==> config.mk <==
export PLATFORM = sky130hd
export DESIGN_NAME = bitty_fetch_unit
export DESIGN_NICKNAME = d
export VERILOG_FILES = /design/src/rtl/bitty_pkg.sv /design/src/rtl/bitty_fetch_fifo.sv /design/src/rtl/bitty_fetch_unit.sv
export SDC_FILE = /design/constraint.sdc
export NUM_CORES = 1
export LEC_CHECK = 0
export BUFFER_PORTS_ARGS = -buffer_cell sky130_fd_sc_hd__buf_2
export CAP_MARGIN = 20
export CORE_MARGIN = 5
export CORE_UTILIZATION = 49
export DETAILED_ROUTE_END_ITERATION = 7
export GPL_TIMING_DRIVEN = 1
export PLACE_DENSITY = 0.81
export SETUP_SLACK_MARGIN = 0.2
export SYNTH_ARGS = -nofsm -noshare
export SYNTH_HDL_FRONTEND = slang
export SYNTH_SLANG_ARGS = --single-unit
==> constraint.sdc <==
create_clock -name i_clk -period 3.85 [get_ports i_clk]
set_input_delay 0.1925 -clock i_clk [delete_from_list [all_inputs] [get_ports i_clk]]
set_output_delay 0.1925 -clock i_clk [all_outputs]
set_load 0.005 [all_outputs]
==> src/rtl/bitty_pkg.sv <==
// Shared definitions for the bitty core fetch path.
//   DEF_ADDR_W / DEF_INSTR_W / DEF_FIFO_DEPTH / DEF_RESET_PC : default parameter values
//   fetch_state_e : fetch sequencer states
package bitty_pkg;

  localparam int unsigned DEF_ADDR_W     = 8;
  localparam int unsigned DEF_INSTR_W    = 16;
  localparam int unsigned DEF_FIFO_DEPTH = 2;
  localparam int unsigned DEF_RESET_PC   = 0;

  typedef enum logic [1:0] {
    FETCH_IDLE  = 2'd0,
    FETCH_RUN   = 2'd1,
    FETCH_FLUSH = 2'd2
  } fetch_state_e;

endpackage

==> src/rtl/bitty_fetch_fifo.sv <==
// Synchronous FIFO buffering fetched {instruction, pc} entries.
//   i_clk, i_reset      : clock, synchronous active-high reset
//   i_push, i_data      : write request and entry
//   i_pop               : read request (ignored when empty)
//   i_clear             : drop all entries (wins over push/pop)
//   o_head              : oldest entry (registered storage)
//   o_count, o_full, o_empty : occupancy status
module bitty_fetch_fifo
  import bitty_pkg::*;
#(
  parameter int unsigned WIDTH = 24,
  parameter int unsigned DEPTH = 2,
  parameter int unsigned CNT_W = $clog2(DEPTH) + 1
) (
  input  logic             i_clk,
  input  logic             i_reset,
  input  logic             i_push,
  input  logic [WIDTH-1:0] i_data,
  input  logic             i_pop,
  input  logic             i_clear,
  output logic [WIDTH-1:0] o_head,
  output logic [CNT_W-1:0] o_count,
  output logic             o_full,
  output logic             o_empty
);

  localparam int unsigned PTR_W = $clog2(DEPTH);

  logic [WIDTH-1:0] r_mem [DEPTH];
  logic [PTR_W-1:0] r_wr_ptr;
  logic [PTR_W-1:0] r_rd_ptr;
  logic [CNT_W-1:0] r_count;
  logic             w_do_push;
  logic             w_do_pop;

  assign o_full    = (r_count == CNT_W'(DEPTH));
  assign o_empty   = (r_count == '0);
  assign o_count   = r_count;
  assign o_head    = r_mem[r_rd_ptr];
  // A push into a full FIFO is accepted only when the head leaves the same cycle.
  assign w_do_pop  = i_pop && !o_empty;
  assign w_do_push = i_push && (!o_full || w_do_pop);

  // Storage, pointers and occupancy; pointers wrap since DEPTH is a power of 2.
  always_ff @(posedge i_clk) begin
    if (i_reset) begin
      r_wr_ptr <= '0;
      r_rd_ptr <= '0;
      r_count  <= '0;
      for (int i = 0; i < int'(DEPTH); i++) r_mem[i] <= '0;
    end else if (i_clear) begin
      r_wr_ptr <= '0;
      r_rd_ptr <= '0;
      r_count  <= '0;
    end else begin
      if (w_do_push) begin
        r_mem[r_wr_ptr] <= i_data;
        r_wr_ptr        <= r_wr_ptr + PTR_W'(1);
      end
      if (w_do_pop) r_rd_ptr <= r_rd_ptr + PTR_W'(1);
      case ({w_do_push, w_do_pop})
        2'b10:   r_count <= r_count + CNT_W'(1);
        2'b01:   r_count <= r_count - CNT_W'(1);
        default: r_count <= r_count;
      endcase
    end
  end

endmodule

==> src/rtl/bitty_fetch_unit.sv <==
// Instruction fetch for the bitty core: PC generation, synchronous memory reads,
// buffering and valid/ready delivery, with redirect flush.
//   i_clk, i_reset                : clock, synchronous active-high reset
//   o_mem_rd_en, o_mem_addr       : instruction memory read request
//   i_mem_rdata                   : read data, one cycle after o_mem_rd_en
//   o_instr_valid, i_instr_ready  : delivery handshake to the core
//   o_instr_data, o_instr_pc      : instruction word and its fetch address
//   i_redirect_valid, i_redirect_pc : fetch restart request from the core
module bitty_fetch_unit
  import bitty_pkg::*;
#(
  parameter int unsigned ADDR_W     = DEF_ADDR_W,
  parameter int unsigned INSTR_W    = DEF_INSTR_W,
  parameter int unsigned FIFO_DEPTH = DEF_FIFO_DEPTH,
  parameter int unsigned RESET_PC   = DEF_RESET_PC
) (
  input  logic               i_clk,
  input  logic               i_reset,
  output logic               o_mem_rd_en,
  output logic [ADDR_W-1:0]  o_mem_addr,
  input  logic [INSTR_W-1:0] i_mem_rdata,
  output logic               o_instr_valid,
  input  logic               i_instr_ready,
  output logic [INSTR_W-1:0] o_instr_data,
  output logic [ADDR_W-1:0]  o_instr_pc,
  input  logic               i_redirect_valid,
  input  logic [ADDR_W-1:0]  i_redirect_pc
);

  localparam int unsigned CNT_W   = $clog2(FIFO_DEPTH) + 1;
  localparam int unsigned OCC_W   = CNT_W + 1;
  localparam int unsigned ENTRY_W = INSTR_W + ADDR_W;

  fetch_state_e        r_state;
  logic [ADDR_W-1:0]   r_pc;
  logic                r_epoch;
  logic                r_inflight;
  logic                r_inflight_epoch;
  logic [ADDR_W-1:0]   r_inflight_addr;

  logic [ENTRY_W-1:0]  w_head;
  logic [CNT_W-1:0]    w_count;
  logic                w_full;
  logic                w_empty;
  logic                w_pop;
  logic                w_push;
  logic                w_redirect;
  logic                w_fetching;
  logic [OCC_W-1:0]    w_occupancy;
  logic                w_issue;

  assign w_pop      = !w_empty && i_instr_ready;
  assign w_redirect = i_redirect_valid && (r_state != FETCH_IDLE);
  // Responses from an older epoch, or arriving in a redirect cycle, are stale.
  assign w_push     = r_inflight && (r_inflight_epoch == r_epoch) && !w_redirect;
  assign w_fetching = (r_state == FETCH_RUN) || (r_state == FETCH_FLUSH);

  // Slots that will be claimed after this edge, counting the response landing now.
  assign w_occupancy = OCC_W'(w_count) + OCC_W'(w_push) - OCC_W'(w_pop);
  assign w_issue     = w_fetching && !i_reset && !i_redirect_valid &&
                       (w_occupancy < OCC_W'(FIFO_DEPTH)) && (!w_full || w_pop);

  assign o_mem_rd_en   = w_issue;
  assign o_mem_addr    = w_issue ? r_pc : '0;
  assign o_instr_valid = !w_empty;
  assign o_instr_data  = w_head[ENTRY_W-1:ADDR_W];
  assign o_instr_pc    = w_head[ADDR_W-1:0];

  // Sequencer, PC, epoch and in-flight read tracking.
  always_ff @(posedge i_clk) begin
    if (i_reset) begin
      r_state          <= FETCH_IDLE;
      r_pc             <= ADDR_W'(RESET_PC);
      r_epoch          <= 1'b0;
      r_inflight       <= 1'b0;
      r_inflight_epoch <= 1'b0;
      r_inflight_addr  <= '0;
    end else begin
      r_inflight <= w_issue;
      if (w_issue) begin
        r_inflight_addr  <= r_pc;
        r_inflight_epoch <= r_epoch;
      end
      if (w_redirect) begin
        r_pc    <= i_redirect_pc;
        r_epoch <= ~r_epoch;
      end else if (w_issue) begin
        r_pc <= r_pc + ADDR_W'(1);
      end
      case (r_state)
        FETCH_IDLE:  r_state <= FETCH_RUN;
        FETCH_RUN:   if (i_redirect_valid) r_state <= FETCH_FLUSH;
        FETCH_FLUSH: if (!i_redirect_valid) r_state <= FETCH_RUN;
        default:     r_state <= FETCH_IDLE;
      endcase
    end
  end

  bitty_fetch_fifo #(
    .WIDTH (ENTRY_W),
    .DEPTH (FIFO_DEPTH),
    .CNT_W (CNT_W)
  ) u_fifo (
    .i_clk   (i_clk),
    .i_reset (i_reset),
    .i_push  (w_push),
    .i_data  ({i_mem_rdata, r_inflight_addr}),
    .i_pop   (w_pop),
    .i_clear (w_redirect),
    .o_head  (w_head),
    .o_count (w_count),
    .o_full  (w_full),
    .o_empty (w_empty)
  );

endmodule

==> out/qor.txt <==
Syn_area_per_cell -> 12.0 µm²
GR Overflow Total -> 0
Post-route cell area -> 4070 µm²
# fillers -> 552
Seq/Total Area, Yosys -> 57.6%
CP Launch Type -> flip-flop
PnR worst setup slack -> 0.444 ns
Ys Warns -> 0
Syn nets -> 322
Synth Instances -> 285
Final period utilization -> 88.5%
Proportion of layout cells with a drive suffix above 1 -> 33.2%
Mapped cell area -> 3410 µm²
Via-to-Cell Ratio -> 5.07
Main flop type after synthesis -> edfxtp_1
Setup_tns -> 0 ns
Worst-Skew Late Latency -> 0.35 ns
I/O pin cnt -> 62
Hpwl dp -> 4410 µm
Final wirelength -> 6520 µm
Most frequent cells in the layout -> buf_2 (61), and2_1 (50), edfxtp_1 (48)
Post-synth EDFFs -> 48
Worst-path maximum fanout -> 15
Worst slack at placement -> 0.410 ns
FP Rows -> 30
Number of port buffers -> 61
Max-slew violations -> 0
GP Congestion -> 0.804
Initial core utilization -> 50.1%
Max clock buf depth -> 2
Min Hold Slack -> 0.121 ns
Layout Nets -> 384
Fin Clk Skew -> 0.00615 ns
DIE AREA -> 8720 µm²
Die W -> 93.4 µm
Clk root buf -> clkbuf_8
Worst slew pin tran -> 1.08 ns
DR DRC count -> 0
Clock slew at reported path FFs -> 0.07 ns
Max VDD drop -> 272 µV
Hold buffer count at CTS -> 0
Crit path to -> o_mem_addr[0]
Final setup fails -> 0
Worst Setup SP -> r_state[1]
Layout area overhead -> 19.5%
RSZ-0062 raised after global routing -> no
Leakage -> 1.70 nW
Setup bufs post-CTS -> 0
Wire per inst -> 14.5 µm
RR Startpoint -> r_state[1]
Synth cell types -> 40
Power per Cell Area -> 540 nW/µm²
CP required -> 3.66 ns
Reg2reg path depth -> 11
Tot GR Track Use -> 15.8%
Core area -> 6790 µm²
Final hold violation count -> 0
#FFs+latches synth -> 74
Post-route minimum period -> 3.41 ns
Commonest non-fill, non-tap cell in the layout -> buf_2
Outcome -> completed
Num Clock Sinks -> 74
Max_cap viols -> 0
Via count -> 2270
Die Y -> 93.4 µm
Antenna cells -> 0
Total CTS buffers -> 9
Vias in the first global route -> 2410
RR Endpoint -> r_pc[6]
Type of the worst setup path -> flip-flop to output pin
Worst EP arrival -> 3.21 ns
Placed cell area -> 3820 µm²
H-tree Lvls -> 3
Initial antenna violation count -> 0
First-pass GRT wire length -> 10800 µm
Post-DRT Antenna Nets -> 0
Final Core Density -> 59.9%
TritonRoute pass-1 iters -> 4
R2r setup slk -> 0.62 ns
CTS tree -> done
Hold Crit Class -> input pin to flip-flop
Ys async rst share -> 0%
Fmax -> 294 MHz
Largest net degree at the start of global routing -> 31
Max_slew headroom -> 27.8%
Crit end category -> output pin
Drt initial violations -> 57
report_power, final:
| part | total [W] | switching [W] | internal [W] |
|---|---|---|---|
| sequential | 0.00105 | 0.0000904 | 0.000956 |
| clock | 0.000647 | 0.000283 | 0.000364 |
| combinational | 0.000504 | 0.000267 | 0.000237 |
what timing repair did:
| item | CTS | global route |
|---|---|---|
| hold endpoints to repair | 0 | 0 |
| setup endpoints to repair | 8 | 9 |
| cloned | 0 | 0 |
| pin swaps | 0 | 0 |
| resized for setup | 2 | 3 |
registers in the layout, summed over array words and instances, names as in the netlist, named ones only:
signal            count
u_fifo.r_mem         48
r_inflight_addr       8
r_pc                  8
r_state               2
u_fifo.o_count        2
r_epoch               1
r_inflight            1
r_inflight_epoch      1
u_fifo.r_rd_ptr       1
u_fifo.r_wr_ptr       1
final cells by class:
type	count	area [µm²]	area share (%)
flip-flops and latches	74	1960	48.2
multi-input cells	182	1370	33.7
repair buffers	65	339	8.33
clock buffers	9	124	3.04
well taps	96	120	2.95
clock inverters	7	92.6	2.28
inverters	15	58.8	1.45
metal layers:
| metal | part of all wire [%] | routed length [µm] | track usage, % | up-vias |
|---|---|---|---|---|
| met1 | 41 | 2670 | 18.1 | 1062 |
| met5 | 0 | 0 | 0 | - |
| met2 | 50 | 3250 | 27.2 | 82 |
| met3 | 8.1 | 525 | 4.91 | 8 |
| li1 | - | - | - | 1118 |
| met4 | 1.1 | 69 | 6.35 | 0 |
synthesized netlist by cell type, types with 2 or more instances:
| cell type | instances | area (µm²) |
|---|---|---|
| nor2b_1 | 2 | 12.5 |
| a21o_1 | 2 | 15.0 |
| a311oi_1 | 2 | 17.5 |
| mux2_2 | 24 | 270 |
| a211oi_1 | 4 | 30.0 |
| nand3_1 | 2 | 10.0 |
| dfxtp_1 | 26 | 521 |
| and2_1 | 50 | 313 |
| clkbuf_1 | 13 | 48.8 |
| nand2_1 | 19 | 71.3 |
| o21bai_1 | 3 | 22.5 |
| inv_1 | 14 | 52.6 |
| nor2_1 | 15 | 56.3 |
| a21oi_1 | 10 | 50.1 |
| nand4_1 | 4 | 25.0 |
| nor4_1 | 2 | 12.5 |
| nor3_1 | 6 | 30.0 |
| nor4b_2 | 2 | 30.0 |
| nand2b_1 | 2 | 12.5 |
| edfxtp_1 | 48 | 1440 |
| xnor2_1 | 9 | 78.8 |
| ha_1 | 8 | 100 |
stage by stage:
step                power (W)  std cells
floorplan             0.00138        285
global placement      0.00154        431
detailed placement    0.00156        431
CTS                   0.00221        447
global route          0.00232        448
finish                0.00220        448
how the worst min path moves through the flow:
stage	startpoint	depth (start not counted)	end	slack, ns
floorplan	i_redirect_pc[1]	2	r_pc[1]	0.37
detailed placement	r_inflight_addr[7]	2	r_inflight_addr[7]	0.46
finish	i_redirect_pc[2]	3	r_pc[2]	0.12
global route	i_mem_rdata[14]	2	u_fifo.r_mem[1][22]	0.12
global placement	r_inflight_addr[0]	2	r_inflight_addr[0]	0.45
CTS	i_redirect_pc[2]	3	r_pc[2]	0.10
logic make-up after synthesis:
| logic type | after synthesis | share of synthesized area [%] |
|---|---|---|
| AND/OR/NAND/NOR | 110 | 18.4 |
| buffers and inverters | 29 | 3.23 |
| multiplexers | 25 | 8.23 |
| XOR/XNOR | 10 | 2.57 |
| AO/OA/AOI/OAI | 28 | 6.43 |
| flip-flops | 74 | 57.6 |
| adder cells (fa/ha/maj) | 9 | 3.53 |
worst max-delay path, stage by stage (launching register included):
cell       delay, ns
dfxtp_1         0.38
inv_1           0.10
ha_1            0.22
nand2b_1        0.18
nand3_2         0.14
ha_1            0.24
nand2b_1        0.15
fa_1            0.51
nand4bb_2       0.19
a21o_4          0.30
inv_4           0.16
nand2_1         0.12
inv_1           0.07
buf_2           0.11
No activity file was read; power rests on OpenSTA's default activity.
